## src/rtl/tmr_cfg_regfile_if.sv

```systemverilog
// AXI4-Lite config bus seen by one TMR replica's register file.
// Handshakes: a beat transfers on a rising edge where valid & ready are both high; a source
// holds valid and its payload stable until that edge, and valid never waits on ready.
interface tmr_cfg_regfile_if #(
    parameter int ADDR_W = 32,
    parameter int DATA_W = 32
) ();
    logic [ADDR_W-1:0] awaddr;
    logic              awvalid;
    logic              awready;
    logic [DATA_W-1:0] wdata;
    logic              wvalid;
    logic              wready;
    logic [1:0]        bresp;
    logic              bvalid;
    logic              bready;
    logic [ADDR_W-1:0] araddr;
    logic              arvalid;
    logic              arready;
    logic [DATA_W-1:0] rdata;
    logic [1:0]        rresp;
    logic              rvalid;
    logic              rready;

    modport master (
        output awaddr, awvalid, wdata, wvalid, bready, araddr, arvalid, rready,
        input  awready, wready, bresp, bvalid, arready, rdata, rresp, rvalid
    );

    modport slave (
        input  awaddr, awvalid, wdata, wvalid, bready, araddr, arvalid, rready,
        output awready, wready, bresp, bvalid, arready, rdata, rresp, rvalid
    );
endinterface

```

## src/rtl/tmr_cfg_regfile.sv

```systemverilog
// Deterministic AXI4-Lite config register file for one TMR replica: reg 0 ID, reg 1 live
// status, regs 2..N-1 read/write control exported on cfg_regs with per-reg write strobes.
module tmr_cfg_regfile #(
    parameter int                            C_S_AXI_DATA_WIDTH = 32,
    parameter int                            C_S_AXI_ADDR_WIDTH = 32,
    parameter int                            NUM_REGS           = 8,
    parameter logic [C_S_AXI_DATA_WIDTH-1:0] ID_VALUE           = 32'h544D5230,
    parameter logic [C_S_AXI_DATA_WIDTH-1:0] RW_RESET           = '0
) (
    input  logic                                     axi_aclk,
    input  logic                                     axi_resetn,
    tmr_cfg_regfile_if.slave                         s00_axi,
    input  logic [C_S_AXI_DATA_WIDTH-1:0]            status_in,
    output logic [(NUM_REGS-2)*C_S_AXI_DATA_WIDTH-1:0] cfg_regs,
    output logic [NUM_REGS-1:0]                      cfg_wr_stb
);
    localparam int               DW      = C_S_AXI_DATA_WIDTH;
    localparam int               AW      = C_S_AXI_ADDR_WIDTH;
    localparam int               IDX_W   = AW - 2;
    localparam logic [IDX_W-1:0] NUM_IDX = IDX_W'(NUM_REGS);
    localparam logic [1:0]       OKAY    = 2'b00;
    localparam logic [1:0]       SLVERR  = 2'b10;

    logic                     r_aw_held;
    logic                     r_w_held;
    logic [AW-1:0]            r_awaddr;
    logic [DW-1:0]            r_wdata;
    logic                     r_bvalid;
    logic [1:0]               r_bresp;
    logic                     r_rvalid;
    logic [1:0]               r_rresp;
    logic [DW-1:0]            r_rdata;
    logic [(NUM_REGS-2)*DW-1:0] r_cfg;
    logic [NUM_REGS-1:0]      r_wr_stb;

    logic                w_aw_hs;
    logic                w_w_hs;
    logic                w_aw_av;
    logic                w_w_av;
    logic                w_b_free;
    logic                w_commit;
    logic [AW-1:0]       w_wr_addr;
    logic [DW-1:0]       w_wr_data;
    logic [IDX_W-1:0]    w_wr_idx;
    logic                w_wr_ok;
    logic [NUM_REGS-1:0] w_wr_hot;
    logic                w_arready;
    logic                w_ar_hs;
    logic [IDX_W-1:0]    w_rd_idx;
    logic [DW-1:0]       w_rd_data;
    logic [1:0]          w_rd_resp;
    logic                w_unused_addr_bits;

    assign s00_axi.awready = ~r_aw_held;
    assign s00_axi.wready  = ~r_w_held;
    assign s00_axi.bvalid  = r_bvalid;
    assign s00_axi.bresp   = r_bresp;
    assign s00_axi.arready = w_arready;
    assign s00_axi.rvalid  = r_rvalid;
    assign s00_axi.rresp   = r_rresp;
    assign s00_axi.rdata   = r_rdata;
    assign cfg_regs        = r_cfg;
    assign cfg_wr_stb      = r_wr_stb;

    // Byte-lane bits are ignored: every access is a full word.
    assign w_unused_addr_bits = ^{s00_axi.awaddr[1:0], s00_axi.araddr[1:0]};

    assign w_aw_hs   = s00_axi.awvalid & ~r_aw_held;
    assign w_w_hs    = s00_axi.wvalid & ~r_w_held;
    assign w_aw_av   = r_aw_held | w_aw_hs;
    assign w_w_av    = r_w_held | w_w_hs;
    assign w_b_free  = ~r_bvalid | s00_axi.bready;
    assign w_commit  = w_aw_av & w_w_av & w_b_free;
    assign w_wr_addr = r_aw_held ? r_awaddr : s00_axi.awaddr;
    assign w_wr_data = r_w_held ? r_wdata : s00_axi.wdata;
    assign w_wr_idx  = w_wr_addr[AW-1:2];
    assign w_wr_ok   = (w_wr_idx >= IDX_W'(2)) && (w_wr_idx < NUM_IDX);

    always_comb begin
        w_wr_hot = '0;
        for (int i = 0; i < NUM_REGS; i++) begin
            w_wr_hot[i] = w_wr_ok && (w_wr_idx == IDX_W'(i));
        end
    end

    assign w_arready = ~r_rvalid | s00_axi.rready;
    assign w_ar_hs   = s00_axi.arvalid & w_arready;
    assign w_rd_idx  = s00_axi.araddr[AW-1:2];

    always_comb begin
        w_rd_data = '0;
        w_rd_resp = SLVERR;
        if (w_rd_idx == IDX_W'(0)) begin
            w_rd_data = ID_VALUE;
            w_rd_resp = OKAY;
        end else if (w_rd_idx == IDX_W'(1)) begin
            w_rd_data = status_in;
            w_rd_resp = OKAY;
        end else begin
            for (int i = 2; i < NUM_REGS; i++) begin
                if (w_rd_idx == IDX_W'(i)) begin
                    w_rd_data = r_cfg[(i-2)*DW +: DW];
                    w_rd_resp = OKAY;
                end
            end
        end
    end

    // Write path: a channel that arrives without its partner, or while B is still
    // occupied, is parked in its holding register until the commit edge.
    always_ff @(posedge axi_aclk or negedge axi_resetn) begin
        if (!axi_resetn) begin
            r_aw_held <= 1'b0;
            r_w_held  <= 1'b0;
            r_awaddr  <= '0;
            r_wdata   <= '0;
            r_bvalid  <= 1'b0;
            r_bresp   <= OKAY;
            r_wr_stb  <= '0;
            r_cfg     <= {(NUM_REGS-2){RW_RESET}};
        end else begin
            r_wr_stb <= '0;
            if (w_commit) begin
                r_bvalid  <= 1'b1;
                r_bresp   <= w_wr_ok ? OKAY : SLVERR;
                r_aw_held <= 1'b0;
                r_w_held  <= 1'b0;
                r_wr_stb  <= w_wr_hot;
                for (int i = 2; i < NUM_REGS; i++) begin
                    if (w_wr_hot[i]) begin
                        r_cfg[(i-2)*DW +: DW] <= w_wr_data;
                    end
                end
            end else begin
                if (s00_axi.bready) begin
                    r_bvalid <= 1'b0;
                end
                if (w_aw_hs) begin
                    r_aw_held <= 1'b1;
                    r_awaddr  <= s00_axi.awaddr;
                end
                if (w_w_hs) begin
                    r_w_held <= 1'b1;
                    r_wdata  <= s00_axi.wdata;
                end
            end
        end
    end

    // Read path samples the registers before any same-edge write lands, so it sees old data.
    always_ff @(posedge axi_aclk or negedge axi_resetn) begin
        if (!axi_resetn) begin
            r_rvalid <= 1'b0;
            r_rresp  <= OKAY;
            r_rdata  <= '0;
        end else if (w_ar_hs) begin
            r_rvalid <= 1'b1;
            r_rresp  <= w_rd_resp;
            r_rdata  <= w_rd_data;
        end else if (s00_axi.rready) begin
            r_rvalid <= 1'b0;
        end
    end
endmodule

```

## src/flat_wrapper.sv

```systemverilog
// flat-port wrapper written by rule: the top's interface ports become plain ports
module tmr_cfg_regfile_flat 
#(
    parameter int                            C_S_AXI_DATA_WIDTH = 32,
    parameter int                            C_S_AXI_ADDR_WIDTH = 32,
    parameter int                            NUM_REGS           = 8,
    parameter logic [C_S_AXI_DATA_WIDTH-1:0] ID_VALUE           = 32'h544D5230,
    parameter logic [C_S_AXI_DATA_WIDTH-1:0] RW_RESET           = '0
)
  (axi_aclk, axi_resetn, status_in, cfg_regs, cfg_wr_stb, s00_axi_awaddr, s00_axi_awvalid, s00_axi_wdata, s00_axi_wvalid, s00_axi_bready, s00_axi_araddr, s00_axi_arvalid, s00_axi_rready, s00_axi_awready, s00_axi_wready, s00_axi_bresp, s00_axi_bvalid, s00_axi_arready, s00_axi_rdata, s00_axi_rresp, s00_axi_rvalid);
  tmr_cfg_regfile_if #(.ADDR_W((32)), .DATA_W((32))) s00_axi_i ();
  input  logic axi_aclk;
  input  logic axi_resetn;
  input  logic [C_S_AXI_DATA_WIDTH-1:0] status_in;
  output logic [(NUM_REGS-2)*C_S_AXI_DATA_WIDTH-1:0] cfg_regs;
  output logic [NUM_REGS-1:0] cfg_wr_stb;
  input wire logic [$bits(s00_axi_i.awaddr)-1:0] s00_axi_awaddr;
  input wire logic [$bits(s00_axi_i.awvalid)-1:0] s00_axi_awvalid;
  input wire logic [$bits(s00_axi_i.wdata)-1:0] s00_axi_wdata;
  input wire logic [$bits(s00_axi_i.wvalid)-1:0] s00_axi_wvalid;
  input wire logic [$bits(s00_axi_i.bready)-1:0] s00_axi_bready;
  input wire logic [$bits(s00_axi_i.araddr)-1:0] s00_axi_araddr;
  input wire logic [$bits(s00_axi_i.arvalid)-1:0] s00_axi_arvalid;
  input wire logic [$bits(s00_axi_i.rready)-1:0] s00_axi_rready;
  output wire logic [$bits(s00_axi_i.awready)-1:0] s00_axi_awready;
  output wire logic [$bits(s00_axi_i.wready)-1:0] s00_axi_wready;
  output wire logic [$bits(s00_axi_i.bresp)-1:0] s00_axi_bresp;
  output wire logic [$bits(s00_axi_i.bvalid)-1:0] s00_axi_bvalid;
  output wire logic [$bits(s00_axi_i.arready)-1:0] s00_axi_arready;
  output wire logic [$bits(s00_axi_i.rdata)-1:0] s00_axi_rdata;
  output wire logic [$bits(s00_axi_i.rresp)-1:0] s00_axi_rresp;
  output wire logic [$bits(s00_axi_i.rvalid)-1:0] s00_axi_rvalid;
  assign s00_axi_i.awaddr = s00_axi_awaddr;
  assign s00_axi_i.awvalid = s00_axi_awvalid;
  assign s00_axi_i.wdata = s00_axi_wdata;
  assign s00_axi_i.wvalid = s00_axi_wvalid;
  assign s00_axi_i.bready = s00_axi_bready;
  assign s00_axi_i.araddr = s00_axi_araddr;
  assign s00_axi_i.arvalid = s00_axi_arvalid;
  assign s00_axi_i.rready = s00_axi_rready;
  assign s00_axi_awready = s00_axi_i.awready;
  assign s00_axi_wready = s00_axi_i.wready;
  assign s00_axi_bresp = s00_axi_i.bresp;
  assign s00_axi_bvalid = s00_axi_i.bvalid;
  assign s00_axi_arready = s00_axi_i.arready;
  assign s00_axi_rdata = s00_axi_i.rdata;
  assign s00_axi_rresp = s00_axi_i.rresp;
  assign s00_axi_rvalid = s00_axi_i.rvalid;
  tmr_cfg_regfile #(.C_S_AXI_DATA_WIDTH(C_S_AXI_DATA_WIDTH), .C_S_AXI_ADDR_WIDTH(C_S_AXI_ADDR_WIDTH), .NUM_REGS(NUM_REGS), .ID_VALUE(ID_VALUE), .RW_RESET(RW_RESET)) u_core (.axi_aclk(axi_aclk), .axi_resetn(axi_resetn), .s00_axi(s00_axi_i), .status_in(status_in), .cfg_regs(cfg_regs), .cfg_wr_stb(cfg_wr_stb));
endmodule
```

## config.mk

```make
export PLATFORM = sky130hd
export DESIGN_NAME = tmr_cfg_regfile_flat
export DESIGN_NICKNAME = d
export VERILOG_FILES = /design/src/rtl/tmr_cfg_regfile_if.sv /design/src/rtl/tmr_cfg_regfile.sv /design/src/flat_wrapper.sv
export SDC_FILE = /design/constraint.sdc
export NUM_CORES = 1
export LEC_CHECK = 0
export CORE_MARGIN = 2
export CORE_UTILIZATION = 49
export DETAILED_ROUTE_END_ITERATION = 16
export GPL_TIMING_DRIVEN = 0
export PLACE_DENSITY = 0.8
export SKIP_LAST_GASP = 1
export SLEW_MARGIN = 5
export SYNTH_ARGS = -nofsm -noshare
export SYNTH_HDL_FRONTEND = slang
export SYNTH_SLANG_ARGS = --single-unit
```

## constraint.sdc

```tcl
create_clock -name axi_aclk -period 3 [get_ports axi_aclk]
set_input_delay 0.6 -clock axi_aclk [delete_from_list [all_inputs] [get_ports axi_aclk]]
set_output_delay 0.6 -clock axi_aclk [all_outputs]
set_load 0.005 [all_outputs]
```

Yosys cells after proc, flatten, opt, wreduce, memory -nomap -nowiden
Index checks and enable logic that the tools add are counted.
- order comparisons: 2
- reductions and logical operators: 23
- equality and inequality tests: 14
- bitwise gates (word level): 14
- muxes and demuxes: 28
- operators with widths (cell ; count):
    32-bit two-way mux ; 10
    30-bit by 3-bit equality test with 1-bit output (second input constant) ; 8
    30-bit by 2-bit equality test with 1-bit output (second input constant) ; 4
    30-bit by 1-bit equality test with 1-bit output (second input constant) ; 2
    30-bit zero test ; 2
    30-bit by 2-bit >= comparator with 1-bit output (second input constant) ; 1
    30-bit by 4-bit less-than comparator with 1-bit output (second input constant) ; 1
    2-bit two-way mux ; 9
    2-bit AND reduction ; 8
    1-bit logical AND ; 9
    1-bit two-way mux ; 8
    8-bit two-way mux ; 1
    2-bit nonzero test ; 4
    1-bit bitwise AND ; 5
    1-bit inverter ; 5
    1-bit OR ; 4
- output and inout bits: 241
- logic and storage cells: 97
- register bits after elaboration: 304
- input bits: 135

Depth between registers and ports, before layout
Gate-level depths: netlist of run 1.
- depth after elaboration: 9
- mapped depth: 9
- mapped depth without buffers: 5

Least setup slack after synthesis of run 1
Ideal clock, no wire load.
- path kind: input port to flip-flop
- start point: input s00_axi_awaddr[10]
- end point: register u_core.r_cfg[10] (netlist: u_core.cfg_regs[10])
- stages: 8
- setup time: 0.125 ns
- buffers on the path: 3
- setup slack: 0.501 ns
- required time: 2.875 ns
- data arrival time: 2.374 ns
- cell sequence: nor4_1 -> nand4_1 -> o22a_1 -> buf_6 -> or4_1 -> buf_6 -> buf_12 -> mux2_4
- cells in the longest elaborated chain, start to end: 5
- elaborated cells between the ends (all ways): 7
- classes of those cells: order compare (2); eq/ne (1); mux (1); reduce/logical (3)
- RTL lines (what ; RTL line ; text):
    start: declaration ; flat_wrapper.sv:17 ; input wire logic [$bits(s00_axi_i.awaddr)-1:0] s00_axi_awaddr;
    32-bit two-way mux (*) ; tmr_cfg_regfile.sv:74 ; assign w_wr_addr = r_aw_held ? r_awaddr : s00_axi.awaddr;
    30-bit by 2-bit >= comparator with 1-bit output or 30-bit by 4-bit less-than comparator with 1-bit output (tied branches) ; tmr_cfg_regfile.sv:77 ; assign w_wr_ok = (w_wr_idx >= IDX_W'(2)) && (w_wr_idx < NUM_IDX);
    1-bit logical AND ; tmr_cfg_regfile.sv:77 ;
    1-bit logical AND (*) ; tmr_cfg_regfile.sv:82 ; w_wr_hot[i] = w_wr_ok && (w_wr_idx == IDX_W'(i));
    2-bit AND reduction (no line) (*) ; - ;
    end signal: assignment ; tmr_cfg_regfile.sv:120 ; r_cfg <= {(NUM_REGS-2){RW_RESET}};
    end signal: indexed assignment ; tmr_cfg_regfile.sv:131 ; r_cfg[(i-2)*DW +: DW] <= w_wr_data;
    end: declaration ; tmr_cfg_regfile.sv:33 ; logic [(NUM_REGS-2)*DW-1:0] r_cfg;
Every way passes the cells marked *; elsewhere a longest branch is shown, timed or not.
A chain may end at the register's enable or synchronous reset.

Worst setup path after layout of run 1
- start point: input s00_axi_araddr[7]
- end point: register u_core.r_rdata[19] (netlist: u_core.s00_axi.rdata[19])
- cells in the longest elaborated chain, start to end: 9
- elaborated cells between the ends (all ways): 16
- classes of those cells: eq/ne (7); mux (8); reduce/logical (1)
- RTL lines (what ; RTL line ; text):
    start: declaration ; flat_wrapper.sv:22 ; input wire logic [$bits(s00_axi_i.araddr)-1:0] s00_axi_araddr;
    30-bit by 2-bit equality test with 1-bit output ; tmr_cfg_regfile.sv:101 ; if (w_rd_idx == IDX_W'(i)) begin
    32-bit two-way mux (6 in series) ; tmr_cfg_regfile.sv:101 ;
    32-bit two-way mux ; tmr_cfg_regfile.sv:96 ; end else if (w_rd_idx == IDX_W'(1)) begin
    32-bit two-way mux (*) ; tmr_cfg_regfile.sv:93 ; if (w_rd_idx == IDX_W'(0)) begin
    end signal: assignment ; tmr_cfg_regfile.sv:159 ; r_rdata <= w_rd_data;
    end: declaration ; tmr_cfg_regfile.sv:32 ; logic [DW-1:0] r_rdata;
Marked as above.

==> results of run 1 <==
==> per-stage QoR <==
step           total power, W  setup slack [ps]
6_report               0.0115              11.0
3_5_place_dp          0.00690              -934
5_1_grt                0.0119             -53.0
2_1_floorplan         0.00597               501
3_3_place_gp          0.00679            -11570
4_1_cts                0.0115             -31.8
==> cells by family after synthesis <==
| group | Yosys count |
|---|---|
| mux | 310 |
| buf+inv | 100 |
| compound gates | 235 |
| other cells | 1 |
| flops | 300 |
| simple gates | 204 |
==> power by group <==
group	internal, W	switching [W]
Sequential	0.00453	0.000292
Combinational	0.000976	0.00107
Clock	0.00292	0.00171
==> cells in the mapped netlist (3+ instances only) <==
master     number
nor3_1         19
buf_1           9
a221oi_1       11
o21a_1          3
nor2b_1         7
a21oi_1        38
o21ai_0        50
mux2_1         10
clkbuf_1       49
a211o_1         5
nand2_1        64
inv_1          10
mux2i_1        20
mux2_2        222
nor4_2          3
nor3_2          3
a22oi_1        17
nor2_1         38
nand4_1         7
buf_2          19
nor4_1         18
o221ai_1       13
o211ai_1       12
a31oi_1         4
buf_6           4
nand3_1         9
dfrtp_1       300
o2bb2ai_1       7
o22ai_1        30
and3_1          3
o32a_1          5
o21ai_1        11
a32oi_1        14
mux2_4         58
buf_12          6
nand2b_1       17
==> registers in the layout, summed over array words and instances, names as in the netlist <==
name	cells
u_core.cfg_wr_stb	8
u_core.r_aw_held	1
u_core.r_w_held	1
u_core.r_wdata	32
u_core.s00_axi.rresp	1
u_core.r_awaddr	30
u_core.s00_axi.rvalid	1
u_core.s00_axi.bvalid	1
u_core.s00_axi.bresp	1
u_core.cfg_regs	192
u_core.s00_axi.rdata	32
==> metal layers <==
layer	vias up	GRT usage, %
met5	-	0
li1	5114	-
met4	6	13.8
met3	136	9.49
met2	659	56.0
met1	6051	41.5
==> cell type report <==
| cell class | count | area, µm² | area share (%) |
|---|---|---|---|
| flip-flops and latches | 300 | 7510 | 37.5 |
| multi-input cells | 753 | 6420 | 32.1 |
| repair buffers | 374 | 3800 | 19.0 |
| clock buffers | 49 | 1070 | 5.35 |
| plain buffers | 89 | 510 | 2.55 |
| well taps | 384 | 480 | 2.40 |
| clock inverters | 13 | 195 | 0.974 |
| inverters | 11 | 41.3 | 0.206 |
| diodes | 1 | 2.50 | 0.0125 |
==> critical path: stages <==
cell	delay (ps)
clkdlybuf4s50_1	460
or4_1	620
clkbuf_1	240
nor4_4	910
a211o_1	240
o211ai_1	110
a21oi_1	200
==> worst min path at each step <==
stage / startpoint / to / slack, ps / cells past startpoint
2_1_floorplan: axi_resetn / u_core.cfg_regs[0] / 300 / 0
3_3_place_gp: u_core.s00_axi.rresp[1] / u_core.s00_axi.rresp[1] / 470 / 2
3_5_place_dp: axi_resetn / u_core.cfg_wr_stb[3] / 400 / 1
4_1_cts: axi_resetn / u_core.cfg_wr_stb[3] / 470 / 2
5_1_grt: axi_resetn / u_core.cfg_wr_stb[3] / 470 / 2
6_report: axi_resetn / u_core.cfg_wr_stb[3] / 470 / 2
==> repair_timing <==
| item | 4_1_cts | 5_1_grt |
|---|---|---|
| setup buffers | 2 | 2 |
| endpoints found under the hold margin | 5 | 0 |
| hold buffers | 1 | 0 |
| endpoints found under the setup margin | 71 | 146 |
| gates resized for setup | 9 | 20 |
| pin swaps | 1 | 2 |
==> placed cells by master, fill, tap and decap left out, types with 13 or more instances in the layout <==
master             n
o21ai_0           50
a32oi_1           14
o221ai_1          13
a22oi_1           17
nor4_1            15
dfrtp_1          300
o22ai_1           30
mux2_2           222
nor2_1            37
buf_2             20
clkbuf_16         37
clkdlybuf4s50_1  365
a21oi_1           38
nand2b_1          17
nor3_1            17
clkbuf_1          45
mux2_4            58
mux2i_1           20
nand2_1           64
==> flow_summary.ini, run 1 <==
[timing]
setup_tns_ps = 0
whs_ps = 472
drv_slew = 0
fmax_mhz = 335
fin_crit_ps = 2990
setup_viol = 0
rsz0062_at_grt = true
skew_ps = 17.5
finalHoldViolations = 0
fin_crit_sh_pct = 99.6
slew_headroom_pct = 28.2
worst-slew-pin-transition_ps = 1070

[clocking]
numCtsBuffers = 34
path_clk_slew_ps = 60
cts_tree = done
htreeDepth = 2
root_buffer = clkbuf_16
worstSkewPairLatency_ps = 510
clock_sinks = 300
cts_buffer_depth = 3

[synth]
yosysTopAreaCell = dfrtp_1
synth_top_family_by_area = multiplexers
yosys-mux-area-fraction_pct = 25.7
async_flop_share_pct = 100
netlist_area_um2 = 14400
avgSynthCellArea_um2 = 12.5
synth_compound_area_share_pct = 10.9
ys_warn_count = 0
synth_xor_area_share_pct = 0
synth-edff-count = 0
synth_cells = 1150
synth_simple_gate_area_share_pct = 7.36
synthAdderAreaFrac_pct = 0
synthFlopType = dfrtp_1
ys_seq_area_share_pct = 52.3
synth_top_area_share_pct = 52.3
ys_ff_latch = 300
synth_area_leaders = dfrtp_1 (52%), mux2_2 (17%), mux2_4 (6.1%)
synth_cell_type_count = 62

[cells_and_area]
syn_to_final_growth_pct = 39.6
nets = 1698
postLayoutCellArea_um2 = 20000
fillCellCount = 2053
fin_util_pct = 69.6
drive_above_1_share_pct = 25.9
fin_cells = 1974

[route]
firstDrtPassIters = 5
ant_nets = 0
wl_met1_um = 19700
met2_length_um = 25300
drc = 0
vias = 11966
wl_per_cell_um = 26.5
drt-total-wl_um = 52200
routed.top_layer = met5
avgViaCountPerCell = 6.06
wl_met3_um = 5140
drtIter0Drc = 1124

[placement]
dp_cells = 1906
gp_congestion = 0.893
dp_hpwl_um = 38900
placed_area_um2 = 18600
port_buffers = 366

[critical_path]
worst_ep_arrival_time_ps = 3410
start_kind = primary input
endpoint = u_core.s00_axi.rdata[19]
rr_startpoint = u_core.r_w_held
crit_fanout = 10
crit_start = s00_axi_araddr[7]
r2r_slack_ps = 130
ff2ff_path_depth = 7
path_class = primary input to flop
cp-end-kind = flop
r2r-end = u_core.r_wdata[18]
cp.required_ps = 3420

[power]
p_leak_nw = 8.79
ir_drop_uv = 432
cellPowerDensity_nw_per_um2 = 574

[floorplanning]
die_y_um = 175
io_pins = 376
dieArea_um2 = 30700
floorplan.core_area_um2 = 28800
row_count = 62
initial_core_util_pct = 49.9
die_x_um = 175

[run]
drv_cap = 0

[grt]
antenna_found_initial = 4
grt_max_degree = 116
grt_pass1_vias = 12399
grt_pass1_wl_um = 77700
grt.overflow.total = 0
grt_usage_pct = 33.7

[outcome]
outcome = complete, no violations

[min_path]
hold_class = primary input to asynchronous set/reset pin
(Power assumes the default switching activity.)
==> run 2, diff against run 1 <==
- CORE_ASPECT_RATIO: not set -> 1.4
==> flow_summary.ini, run 2 (synthesized netlist as in run 1, its figures left out) <==
[timing]
fin_crit_sh_pct = 97.9
worst-slew-pin-transition_ps = 1050
drv_slew = 0
skew_ps = 15.8
finalHoldViolations = 0
slew_headroom_pct = 29.8
fmax_mhz = 341
setup_viol = 0
rsz0062_at_grt = true
fin_crit_ps = 2940
setup_tns_ps = 0

[power]
power.internal_w = 0.00769
swShare_pct = 27.5
pwr-share-clk_pct = 35.7
p_leak_nw = 8.62
ir_drop_uv = 519
p_seq_share_pct = 45.4
cellPowerDensity_nw_per_um2 = 539
p_total_w = 0.0106
p_switching_w = 0.00292
power_frac_comb_pct = 18.9

[placement]
port_buffers = 366
dp_hpwl_um = 38400
gp_congestion = 0.904

[cells_and_area]
nets = 1694
drive_above_1_share_pct = 24.7
fin_util_pct = 67.9
largest_register_ffs = 192
multi_input_area_um2 = 6410
fillCellCount = 2165
final_common_cell = clkdlybuf4s50_1
syn_to_final_growth_pct = 37.1
final_cell_mix = clkdlybuf4s50_1 (365), dfrtp_1 (300), mux2_2 (222)
regArea_um2 = 7510

[floorplanning]
row_count = 74
floorplan.core_area_um2 = 29000
die_x_um = 149
dieArea_um2 = 30700
io_pins = 376
die_y_um = 207
initial_core_util_pct = 49.5

[grt]
grt_pass1_wl_um = 75200
grt_max_degree = 111
antenna_found_initial = 2
grt_usage_pct = 32.9
grt_pass1_vias = 11939
grt.overflow.total = 0

[clocking]
numCtsBuffers = 31
cts_tree = done
worstSkewPairLatency_ps = 560
path_clk_slew_ps = 60
clock_sinks = 300
root_buffer = clkbuf_16
cts_hold_buf = 0
cts_buffer_depth = 3
htreeDepth = 1

[route]
drc = 0
drtIter0Drc = 919
wl_per_cell_um = 26.4
drt-total-wl_um = 51800
vias = 11864
ant_nets = 0
firstDrtPassIters = 7
avgViaCountPerCell = 6.06

[critical_path]
r2r-end = u_core.cfg_regs[85]
cpPeakStageDelay_ps = 550
crit_fanout = 10
worst-path-buf-inv = 3
ff2ff_path_depth = 7
path_class = flop to flop
worst_ep_arrival_time_ps = 3370
rr_startpoint = u_core.r_aw_held
r2r_slack_ps = 60
cp-end-kind = flop
crit_family = compound AO/OA/AOI/OAI gates
start_kind = flop
cp.required_ps = 3440
crit_slowest_cell = o32ai_1
path_cells = buf_6 > clkbuf_1 > o32ai_1 > o21ai_0 > nor3_4 > buf_2 > mux2_2

[outcome]
outcome = complete, no violations

[min_path]
hold_class = primary input to asynchronous set/reset pin

[run]
drv_cap = 0
==> run 2: routing by layer <==
metal	vias to the layer above	global-route usage (%)	share of wire, %
met4	4	13.8	4.6
li1	5089	-	-
met5	-	0	0.052
met2	612	57.5	51
met3	132	6.88	8.3
met1	6027	39.6	36
==> run 2: area by class of cell <==
class | count | share of cell area [%]
Antenna cell | 1 | 0.0127
Multi-Input combinational cell | 753 | 32.6
Sequential cell | 300 | 38.2
Timing Repair Buffer | 373 | 19.1
Buffer | 89 | 2.54
Inverter | 11 | 0.210
Clock inverter | 9 | 0.502
Clock buffer | 43 | 4.48
Tap cell | 380 | 2.42
==> run 2: repair_timing <==
item	in CTS	in global routing
gates resized for setup	9	11
cloned	0	0
pin swaps	2	0
endpoints found under the setup margin	55	83
hold endpoints to repair	0	0
setup buffers	5	0
==> run 2: how the worst max path moves through the flow <==
stage	slack, ps	endpoint	cells past startpoint	from
after floorplan	500	u_core.cfg_regs[10]	8	s00_axi_awaddr[10]
after global placement	-11520	u_core.cfg_wr_stb[2]	1	axi_resetn
after detailed placement	-820	u_core.s00_axi.rdata[21]	7	s00_axi_araddr[7]
after CTS	-9	u_core.cfg_regs[187]	7	u_core.r_w_held
after global routing	-0.5	u_core.s00_axi.rdata[21]	7	s00_axi_araddr[7]
final	60	u_core.cfg_regs[85]	7	u_core.r_aw_held
==> run 2: power by group through the flow <==
stage                     Combinational (W)  Clock, W  Sequential (W)
after CTS                           0.00200   0.00380         0.00481
after global routing                0.00215   0.00396         0.00487
after floorplan                     0.00118         0         0.00479
after detailed placement            0.00197         0         0.00487
final                               0.00201   0.00378         0.00482
after global placement              0.00190         0         0.00485
==> run 2: stage by stage <==
stage | instance area [µm²] | setup WS, ps | instances | hold WS, ps
final | 19700 | 63.8 | 1959 | 90.5
after CTS | 19600 | -9.13 | 1958 | 114
after global routing | 19700 | -0.477 | 1958 | 139
after floorplan | 14400 | 501 | 1153 | 304
after detailed placement | 18600 | -820 | 1901 | 470
after global placement | 18500 | -11520 | 1899 | 462
